<file path="src/rtl/alu_seq_if.sv">
// Control bus between the multi-cycle sequencer and the 8-bit datapath/memory.
interface alu_seq_if;
  localparam int unsigned OP_W  = 3;
  localparam int unsigned CNT_W = 8;
  localparam int unsigned ST_W  = 3;

  // Datapath/memory -> sequencer
  logic [OP_W-1:0]  opcode;
  logic             alubeq;
  logic             mem_ready;

  // Sequencer -> datapath/memory
  logic [OP_W-1:0]  alufn;
  logic             alu_src;
  logic             mem_re;
  logic             mem_we;
  logic             addr_sel;
  logic             ir_we;
  logic             pc_we;
  logic             pc_sel;
  logic             rf_we;
  logic             wb_sel;
  logic             mem_err;
  logic [CNT_W-1:0] instr_count;
  logic [ST_W-1:0]  state;

  // Datapath side: supplies opcode/flags/handshake, observes controls
  modport master (
    output opcode, alubeq, mem_ready,
    input  alufn, alu_src, mem_re, mem_we, addr_sel, ir_we, pc_we, pc_sel,
           rf_we, wb_sel, mem_err, instr_count, state
  );

  // Sequencer side
  modport slave (
    input  opcode, alubeq, mem_ready,
    output alufn, alu_src, mem_re, mem_we, addr_sel, ir_we, pc_we, pc_sel,
           rf_we, wb_sel, mem_err, instr_count, state
  );
endinterface

</file>
<file path="src/rtl/alu_seq_ctrl.sv">
// Multi-cycle control FSM: fetch, decode, execute, memory access, write-back,
// with a ready handshake on memory and a watchdog on consecutive wait cycles.
module alu_seq_ctrl #(
  parameter int unsigned TIMEOUT = 16
) (
  input  logic     clk,
  input  logic     reset,
  alu_seq_if.slave bus
);

  localparam int unsigned OP_W   = 3;
  localparam int unsigned WAIT_W = 8;
  localparam int unsigned CNT_W  = 8;

  localparam logic [OP_W-1:0] OP_ADDI = 3'd4;
  localparam logic [OP_W-1:0] OP_LW   = 3'd5;
  localparam logic [OP_W-1:0] OP_SW   = 3'd6;
  localparam logic [OP_W-1:0] OP_BEQ  = 3'd7;

  typedef enum logic [2:0] {
    S_FETCH  = 3'd0,
    S_DECODE = 3'd1,
    S_EXEC   = 3'd2,
    S_MEM    = 3'd3,
    S_WB     = 3'd4
  } state_e;

  state_e            state_q, state_d;
  logic [OP_W-1:0]   op_q, op_d;
  logic [WAIT_W-1:0] wait_q, wait_d;
  logic [CNT_W-1:0]  cnt_q, cnt_d;
  logic              err_q, err_d;

  logic [OP_W-1:0]   alufn_c;
  logic              alu_src_c;
  logic              mem_re_c;
  logic              mem_we_c;
  logic              addr_sel_c;
  logic              ir_we_c;
  logic              pc_we_c;
  logic              pc_sel_c;
  logic              rf_we_c;
  logic              wb_sel_c;
  logic              at_limit_c;
  logic              imm_op_c;

  // This wait cycle would be the TIMEOUT-th consecutive one
  assign at_limit_c = (wait_q == WAIT_W'(TIMEOUT - 1));

  // ADDI/LW/SW take the immediate as ALU operand B
  assign imm_op_c = (op_q == OP_ADDI) || (op_q == OP_LW) || (op_q == OP_SW);

  // State, latched opcode, wait counter, retire counter and error pulse
  always_ff @(posedge clk or posedge reset) begin
    if (reset) begin
      state_q <= S_FETCH;
      op_q    <= '0;
      wait_q  <= '0;
      cnt_q   <= '0;
      err_q   <= 1'b0;
    end else begin
      state_q <= state_d;
      op_q    <= op_d;
      wait_q  <= wait_d;
      cnt_q   <= cnt_d;
      err_q   <= err_d;
    end
  end

  // Next-state and Moore/handshake-qualified control decode
  always_comb begin
    state_d    = state_q;
    op_d       = op_q;
    wait_d     = '0;
    cnt_d      = cnt_q;
    err_d      = 1'b0;
    alufn_c    = '0;
    alu_src_c  = 1'b0;
    mem_re_c   = 1'b0;
    mem_we_c   = 1'b0;
    addr_sel_c = 1'b0;
    ir_we_c    = 1'b0;
    pc_we_c    = 1'b0;
    pc_sel_c   = 1'b0;
    rf_we_c    = 1'b0;
    wb_sel_c   = 1'b0;

    case (state_q)
      S_FETCH: begin
        mem_re_c = 1'b1;
        if (bus.mem_ready) begin
          ir_we_c = 1'b1;
          pc_we_c = 1'b1;
          state_d = S_DECODE;
        end else if (at_limit_c) begin
          // Abort: restart fetch with a fresh wait count
          err_d = 1'b1;
        end else begin
          wait_d = wait_q + WAIT_W'(1);
        end
      end

      S_DECODE: begin
        op_d    = bus.opcode;
        state_d = S_EXEC;
      end

      S_EXEC: begin
        alufn_c   = op_q;
        alu_src_c = imm_op_c;
        if (op_q == OP_BEQ) begin
          // alubeq low means operands equal: branch taken
          pc_we_c  = ~bus.alubeq;
          pc_sel_c = ~bus.alubeq;
          state_d  = S_FETCH;
          cnt_d    = cnt_q + CNT_W'(1);
        end else if ((op_q == OP_LW) || (op_q == OP_SW)) begin
          state_d = S_MEM;
        end else begin
          state_d = S_WB;
        end
      end

      S_MEM: begin
        addr_sel_c = 1'b1;
        alufn_c    = op_q;
        mem_re_c   = (op_q == OP_LW);
        mem_we_c   = (op_q == OP_SW);
        if (bus.mem_ready) begin
          if (op_q == OP_LW) begin
            state_d = S_WB;
          end else begin
            state_d = S_FETCH;
            cnt_d   = cnt_q + CNT_W'(1);
          end
        end else if (at_limit_c) begin
          err_d   = 1'b1;
          state_d = S_FETCH;
        end else begin
          wait_d = wait_q + WAIT_W'(1);
        end
      end

      S_WB: begin
        rf_we_c  = 1'b1;
        wb_sel_c = (op_q == OP_LW);
        state_d  = S_FETCH;
        cnt_d    = cnt_q + CNT_W'(1);
      end

      default: begin
        state_d = S_FETCH;
      end
    endcase

    // Reset overrides the decode combinationally so nothing glitches high
    if (reset) begin
      alufn_c    = '0;
      alu_src_c  = 1'b0;
      mem_re_c   = 1'b0;
      mem_we_c   = 1'b0;
      addr_sel_c = 1'b0;
      ir_we_c    = 1'b0;
      pc_we_c    = 1'b0;
      pc_sel_c   = 1'b0;
      rf_we_c    = 1'b0;
      wb_sel_c   = 1'b0;
    end
  end

  assign bus.alufn       = alufn_c;
  assign bus.alu_src     = alu_src_c;
  assign bus.mem_re      = mem_re_c;
  assign bus.mem_we      = mem_we_c;
  assign bus.addr_sel    = addr_sel_c;
  assign bus.ir_we       = ir_we_c;
  assign bus.pc_we       = pc_we_c;
  assign bus.pc_sel      = pc_sel_c;
  assign bus.rf_we       = rf_we_c;
  assign bus.wb_sel      = wb_sel_c;
  assign bus.mem_err     = err_q;
  assign bus.instr_count = cnt_q;
  assign bus.state       = state_q;

endmodule

</file>
<file path="src/flat_wrapper.sv">
// flat-port wrapper written by rule: the top's interface ports become plain ports
module alu_seq_ctrl_flat 
#(
  parameter int unsigned TIMEOUT = 16
)
  (clk, reset, bus_opcode, bus_alubeq, bus_mem_ready, bus_alufn, bus_alu_src, bus_mem_re, bus_mem_we, bus_addr_sel, bus_ir_we, bus_pc_we, bus_pc_sel, bus_rf_we, bus_wb_sel, bus_mem_err, bus_instr_count, bus_state);
  alu_seq_if bus_i ();
  input  logic clk;
  input  logic reset;
  input wire logic [$bits(bus_i.opcode)-1:0] bus_opcode;
  input wire logic [$bits(bus_i.alubeq)-1:0] bus_alubeq;
  input wire logic [$bits(bus_i.mem_ready)-1:0] bus_mem_ready;
  output wire logic [$bits(bus_i.alufn)-1:0] bus_alufn;
  output wire logic [$bits(bus_i.alu_src)-1:0] bus_alu_src;
  output wire logic [$bits(bus_i.mem_re)-1:0] bus_mem_re;
  output wire logic [$bits(bus_i.mem_we)-1:0] bus_mem_we;
  output wire logic [$bits(bus_i.addr_sel)-1:0] bus_addr_sel;
  output wire logic [$bits(bus_i.ir_we)-1:0] bus_ir_we;
  output wire logic [$bits(bus_i.pc_we)-1:0] bus_pc_we;
  output wire logic [$bits(bus_i.pc_sel)-1:0] bus_pc_sel;
  output wire logic [$bits(bus_i.rf_we)-1:0] bus_rf_we;
  output wire logic [$bits(bus_i.wb_sel)-1:0] bus_wb_sel;
  output wire logic [$bits(bus_i.mem_err)-1:0] bus_mem_err;
  output wire logic [$bits(bus_i.instr_count)-1:0] bus_instr_count;
  output wire logic [$bits(bus_i.state)-1:0] bus_state;
  assign bus_i.opcode = bus_opcode;
  assign bus_i.alubeq = bus_alubeq;
  assign bus_i.mem_ready = bus_mem_ready;
  assign bus_alufn = bus_i.alufn;
  assign bus_alu_src = bus_i.alu_src;
  assign bus_mem_re = bus_i.mem_re;
  assign bus_mem_we = bus_i.mem_we;
  assign bus_addr_sel = bus_i.addr_sel;
  assign bus_ir_we = bus_i.ir_we;
  assign bus_pc_we = bus_i.pc_we;
  assign bus_pc_sel = bus_i.pc_sel;
  assign bus_rf_we = bus_i.rf_we;
  assign bus_wb_sel = bus_i.wb_sel;
  assign bus_mem_err = bus_i.mem_err;
  assign bus_instr_count = bus_i.instr_count;
  assign bus_state = bus_i.state;
  alu_seq_ctrl #(.TIMEOUT(TIMEOUT)) u_core (.clk(clk), .reset(reset), .bus(bus_i));
endmodule
</file>
<file path="config.mk">
export PLATFORM = sky130hd
export DESIGN_NAME = alu_seq_ctrl_flat
export DESIGN_NICKNAME = d
export VERILOG_FILES = /design/src/rtl/alu_seq_if.sv /design/src/rtl/alu_seq_ctrl.sv /design/src/flat_wrapper.sv
export SDC_FILE = /design/constraint.sdc
export NUM_CORES = 1
export LEC_CHECK = 0
export CORE_MARGIN = 1
export CORE_UTILIZATION = 51
export CTS_BUF_LIST = sky130_fd_sc_hd__clkbuf_4 sky130_fd_sc_hd__clkbuf_8
export CTS_CLUSTER_DIAMETER = 120
export DETAILED_ROUTE_END_ITERATION = 10
export PLACE_DENSITY = 0.87
export SETUP_SLACK_MARGIN = 0.5
export SLEW_MARGIN = 20
export SYNTH_ARGS = -nofsm -noshare
export SYNTH_HDL_FRONTEND = slang
export SYNTH_SLANG_ARGS = --single-unit
</file>
<file path="constraint.sdc">
create_clock -name clk -period 1.7 [get_ports clk]
set_input_delay 0.17 -clock clk [delete_from_list [all_inputs] [get_ports clk]]
set_output_delay 0.17 -clock clk [all_outputs]
set_load 0.02 [all_outputs]
</file>
==> results of run 1 <==
[stage by stage]
step	std cells	setup slack [ns]	hold WS [ns]	cell area, µm²	util, %
CTS	220	0.0159	0.0182	2150	93.5
detailed placement	194	-0.325	0.459	1780	77.6
global placement	194	-0.289	0.455	1780	77.6
floorplan	127	-0.00629	0.0691	1390	-
[kinds of logic after synthesis]
| group | share of synthesized area (%) |
|---|---|
| AOI/OAI and AO/OA | 9.30 |
| xor gates and xnor gates | 8.82 |
| adders and majority gates | 1.94 |
| buffers and inverters | 5.14 |
| DFF | 44.6 |
| muxes | 3.78 |
| and+or+nand+nor | 26.5 |
[what timing repair did]
action,4_1_cts
gates resized for setup,142
pin swaps,16
cloned,1
setup buffers,21
setup endpoints to repair,46
[Yosys cell counts, types with 3 or more instances]
cell type	count	area, µm²
a21oi_1	5	25.0
and2_1	3	18.8
and3_1	11	68.8
dfrtp_1	23	576
inv_1	7	26.3
nand2_1	4	15.0
nand3_1	10	50.1
nand4_1	3	18.8
nor2_1	9	33.8
nor3_1	5	25.0
xnor2_1	9	78.8
xor2_1	4	35.0
==> results.toml, run 1 <==
[outcome]
status = "did not finish"
stop_stage = "global routing (5_1_grt)"
stop_error = "[ERROR DPL-0038] Utilization greater than 100%, impossible to legalize"

[clock_network]
root_buffer = "clkbuf_4"
cts_buffer_depth = 2
htree_num_levels = 1
cts.sinks = 23
cts_hold_buf = 0
numCtsBuffers = 3

[logic_synthesis]
synth_seq_cells = 23
synth.net_count = 136
yosys_warnings = 0
synth.avg_cell_area_um2 = 10.2
synth-edff-count = 0
syn_area_mm2 = 0.00129
synth-main-ff-cell = "dfrtp_1"
netlist_instances = 127
ys_types = 39
synth-async-reset-ratio_pct = 100
ys_seq_area_share_pct = 44.6

[floorplan]
die_w_um = 52.3
ioPinCount = 31
floorplan.initialDensity_pct = 56.2
std_cell_rows = 17
die_y_um = 52.3

[sta]
worstEpCategory = "top-level output"
worst_endpoint = "bus_pc_we"

[grt]
grt_max_degree = 17

[placement]
gp_congestion = 0.794
hpwl_mm = 2.22
port_buffers = 30
==> run 2: changes to the inputs <==
==> config.mk (replaced) <==
export PLATFORM = sky130hd
export DESIGN_NAME = alu_seq_ctrl_flat
export DESIGN_NICKNAME = d
export VERILOG_FILES = /design/src/rtl/alu_seq_if.sv /design/src/rtl/alu_seq_ctrl.sv /design/src/flat_wrapper.sv
export SDC_FILE = /design/constraint.sdc
export NUM_CORES = 1
export LEC_CHECK = 0
export CORE_AREA = 2 2 63 65
export DETAILED_ROUTE_END_ITERATION = 10
export DIE_AREA = 0 0 65 67
export PLACE_DENSITY_LB_ADDON = 0.15
export SLEW_MARGIN = 20
export SYNTH_ARGS = -nofsm -noshare
export SYNTH_HDL_FRONTEND = slang
export SYNTH_SLANG_ARGS = --single-unit
==> results.toml, run 2 <==
[outcome]
status = "finished, final reports clean"

[sta]
whs_ns = 0.368
hold_viol = 0
final_max_slew_viol_count = 0
period_share_pct = 96.1
period_minus_slack_ns = 1.63
slew_headroom_pct = 72.9
finalSetupViolations = 0
rsz0062_at_grt = "yes"
tightest_slew_ns = 0.404
max_freq_mhz = 612
finClkSkew_ns = 0.00886

[logic_synthesis]
synth-main-ff-cell = "dfrtp_1"
synthTopCellsByArea = "dfrtp_1 45%, xnor2_1 6.1%, and3_1 5.3%"
synth.most_common_cell = "dfrtp_1"
ys_seq_area_share_pct = 44.6
syn_area_mm2 = 0.00129
synth_top_area_share_pct = 44.6
ys_types = 39
synth-async-reset-ratio_pct = 100
synth_commonest_cells = "23 x dfrtp_1, 11 x and3_1, 10 x nand3_1"
synth.avg_cell_area_um2 = 10.2
synth_seq_cells = 23
synth_top_area_cell = "dfrtp_1"
synth.net_count = 136
netlist_instances = 127
synth-edff-count = 0
yosys_warnings = 0

[layout]
seq_area_um2 = 577
antenna_cells = 0
multiInputGateArea_um2 = 673
nFillCells = 364
syn2layout_area_growth_pct = 38.0
layout_common_cells = "22 x dfrtp_1, 20 x buf_4, 17 x clkdlybuf4s50_1, 11 x and3_1"
mostFrequentLayoutCell = "dfrtp_1"
layout-drive-gt1-share_pct = 27.0
stdcell_area_mm2 = 0.00178
finalNetCount = 184

[placement]
gp_congestion = 0.779
port_buffers = 30
dpl_cell_area_mm2 = 0.00175
hpwl_mm = 2.09

[clock_network]
cts_hold_buf = 0
clkTransAtPathRegs_ns = 0.08
htree_num_levels = 1
cts_buffer_depth = 2
numCtsBuffers = 3
root_buffer = "clkbuf_8"
cts_tree = "built"
clk_latency_ns = 0.26
cts.sinks = 23

[floorplan]
ioPinCount = 31
dieArea_mm2 = 0.00436
die_y_um = 67
core_mm2 = 0.00361
die_w_um = 65
floorplan.initialDensity_pct = 35.8
std_cell_rows = 22

[power]
power_mw = 2.77
power.internal_mw = 1.65
p_leak_nw = 0.841
p_seq_share_pct = 31.5
p_switching_mw = 1.13
power_density_mw_per_mm2 = 1560
swShare_pct = 40.6
pwr-share-clk_pct = 11.7
vdd_drop_max_mv = 0.649
combPwrFrac_pct = 56.8

[drt]
drt_iter0_markers = 28
vias = 1053
wl_per_cell_um = 12.2
wirelength_mm = 2.71
via_per_inst = 4.74
drc_errors = 0
first_pass_iters = 4
antenna_left = 0

[grt]
track_usage_pct = 14.1
antenna_found_initial = 0
grt_pass1_wl_mm = 4.71
grt-ovfl-total = 0
grt_max_degree = 17
grt_pass1_vias = 1053

[worst_setup_path]
cp.required_ns = 1.53
critPathArrivalTime_ns = 1.46
endpoint_kind = "output port"
critical_path_class = "flop to output port"
path_max_fanout = 4
start_kind = "flop"
r2r_cells = 5

[hold_path]
hold_class = "input port to async pin"

[flow_run]
maxCapViolations = 0
==> run 2: cell counts after synthesis <==
Identical to the previous run, type by type.
==> run 2: power groups by stage <==
stage / clock network, mW / registers [mW] / logic, mW
3_5_place_dp: 0 / 0.885 / 1.59
2_1_floorplan: 0 / 0.986 / 0.876
4_1_cts: 0.345 / 0.876 / 1.57
3_3_place_gp: 0 / 0.878 / 1.58
6_report: 0.324 / 0.874 / 1.58
5_1_grt: 0.369 / 0.906 / 1.73
==> run 2: cells by family (layout without fill, tap and decap cells) <==
| group | Yosys count | in the layout | synth area share [%] |
|---|---|---|---|
| simple gates | 57 | 57 | 26.5 |
| flops | 23 | 23 | 44.6 |
| compound gates | 16 | 16 | 9.30 |
| xor+xnor | 13 | 13 | 8.82 |
| buf+inv | 12 | 59 | 5.14 |
| mux | 4 | 4 | 3.78 |
| fa+ha+maj | 2 | 2 | 1.94 |
==> run 2: worst paths after layout <==
path                                     start  slack [ns]                        end
setup / recovery           u_core.bus.state[1]        0.07               bus_state[1]
hold / removal                           reset        0.37             u_core.op_q[0]
setup reg to reg           u_core.bus.state[1]        0.16  u_core.bus.instr_count[1]
hold reg to reg               u_core.wait_q[0]        0.47           u_core.wait_q[0]
max in group asynchronous                reset        1.10        u_core.bus.state[0]
min in group clk              u_core.wait_q[0]        0.47           u_core.wait_q[0]
==> run 2: layout make-up <==
| class | count | share of cell area, % |
|---|---|---|
| multi-input combinational | 92 | 37.8 |
| sequential | 23 | 32.4 |
| timing repair buffer | 48 | 22.4 |
| tap | 48 | 3.37 |
| clock buffer | 3 | 2.32 |
| inverter | 7 | 1.47 |
| clock inverter | 1 | 0.281 |
==> run 2: repair_timing <==
item / CTS / global route
setup buffers: 0 / 1
pin swaps: 0 / 2
cloned: 0 / 0
endpoints found under the setup margin: 13 / 11
resized for setup: 30 / 13
==> run 2: per-stage QoR <==
step	TNS (ns)	setup WS, ns	util [%]	cells
after floorplan	-0.199	-0.0973	-	127
after global placement	-1.11	-0.223	48.5	217
after detailed placement	-1.34	-0.261	48.5	217
after CTS	0	0.00252	49.6	221
after global routing	-0.0115	-0.00481	49.4	222
final	0	0.0661	49.4	222
==> run 2: critical path: stages (launching register included) <==
cell and delay [ns]:
dfrtp_1 0.41, buf_4 0.15, buf_4 0.12, clkdlybuf4s50_1 0.52
==> run 2: per-layer routing <==
| layer | vias up | share of wire [%] | track usage, % |
|---|---|---|---|
| li1 | 535 | - | - |
| met5 | - | 0 | 0 |
| met3 | 2 | 3.5 | 3.04 |
| met2 | 22 | 50 | 24.5 |
| met4 | 0 | 0.63 | 3.99 |
| met1 | 494 | 46 | 17.5 |
No activity file was read; power rests on OpenSTA's default activity.
==> run 3: changes to the inputs <==
--- a/config.mk
+++ b/config.mk
@@ -6,6 +6,7 @@
 export NUM_CORES = 1
 export LEC_CHECK = 0
 export CORE_AREA = 2 2 63 65
+export CTS_CLUSTER_SIZE = 28
 export DETAILED_ROUTE_END_ITERATION = 10
 export DIE_AREA = 0 0 65 67
 export PLACE_DENSITY_LB_ADDON = 0.15
==> results of run 3 <==
Final layout, timing and power as in run 2 (identical DEF).
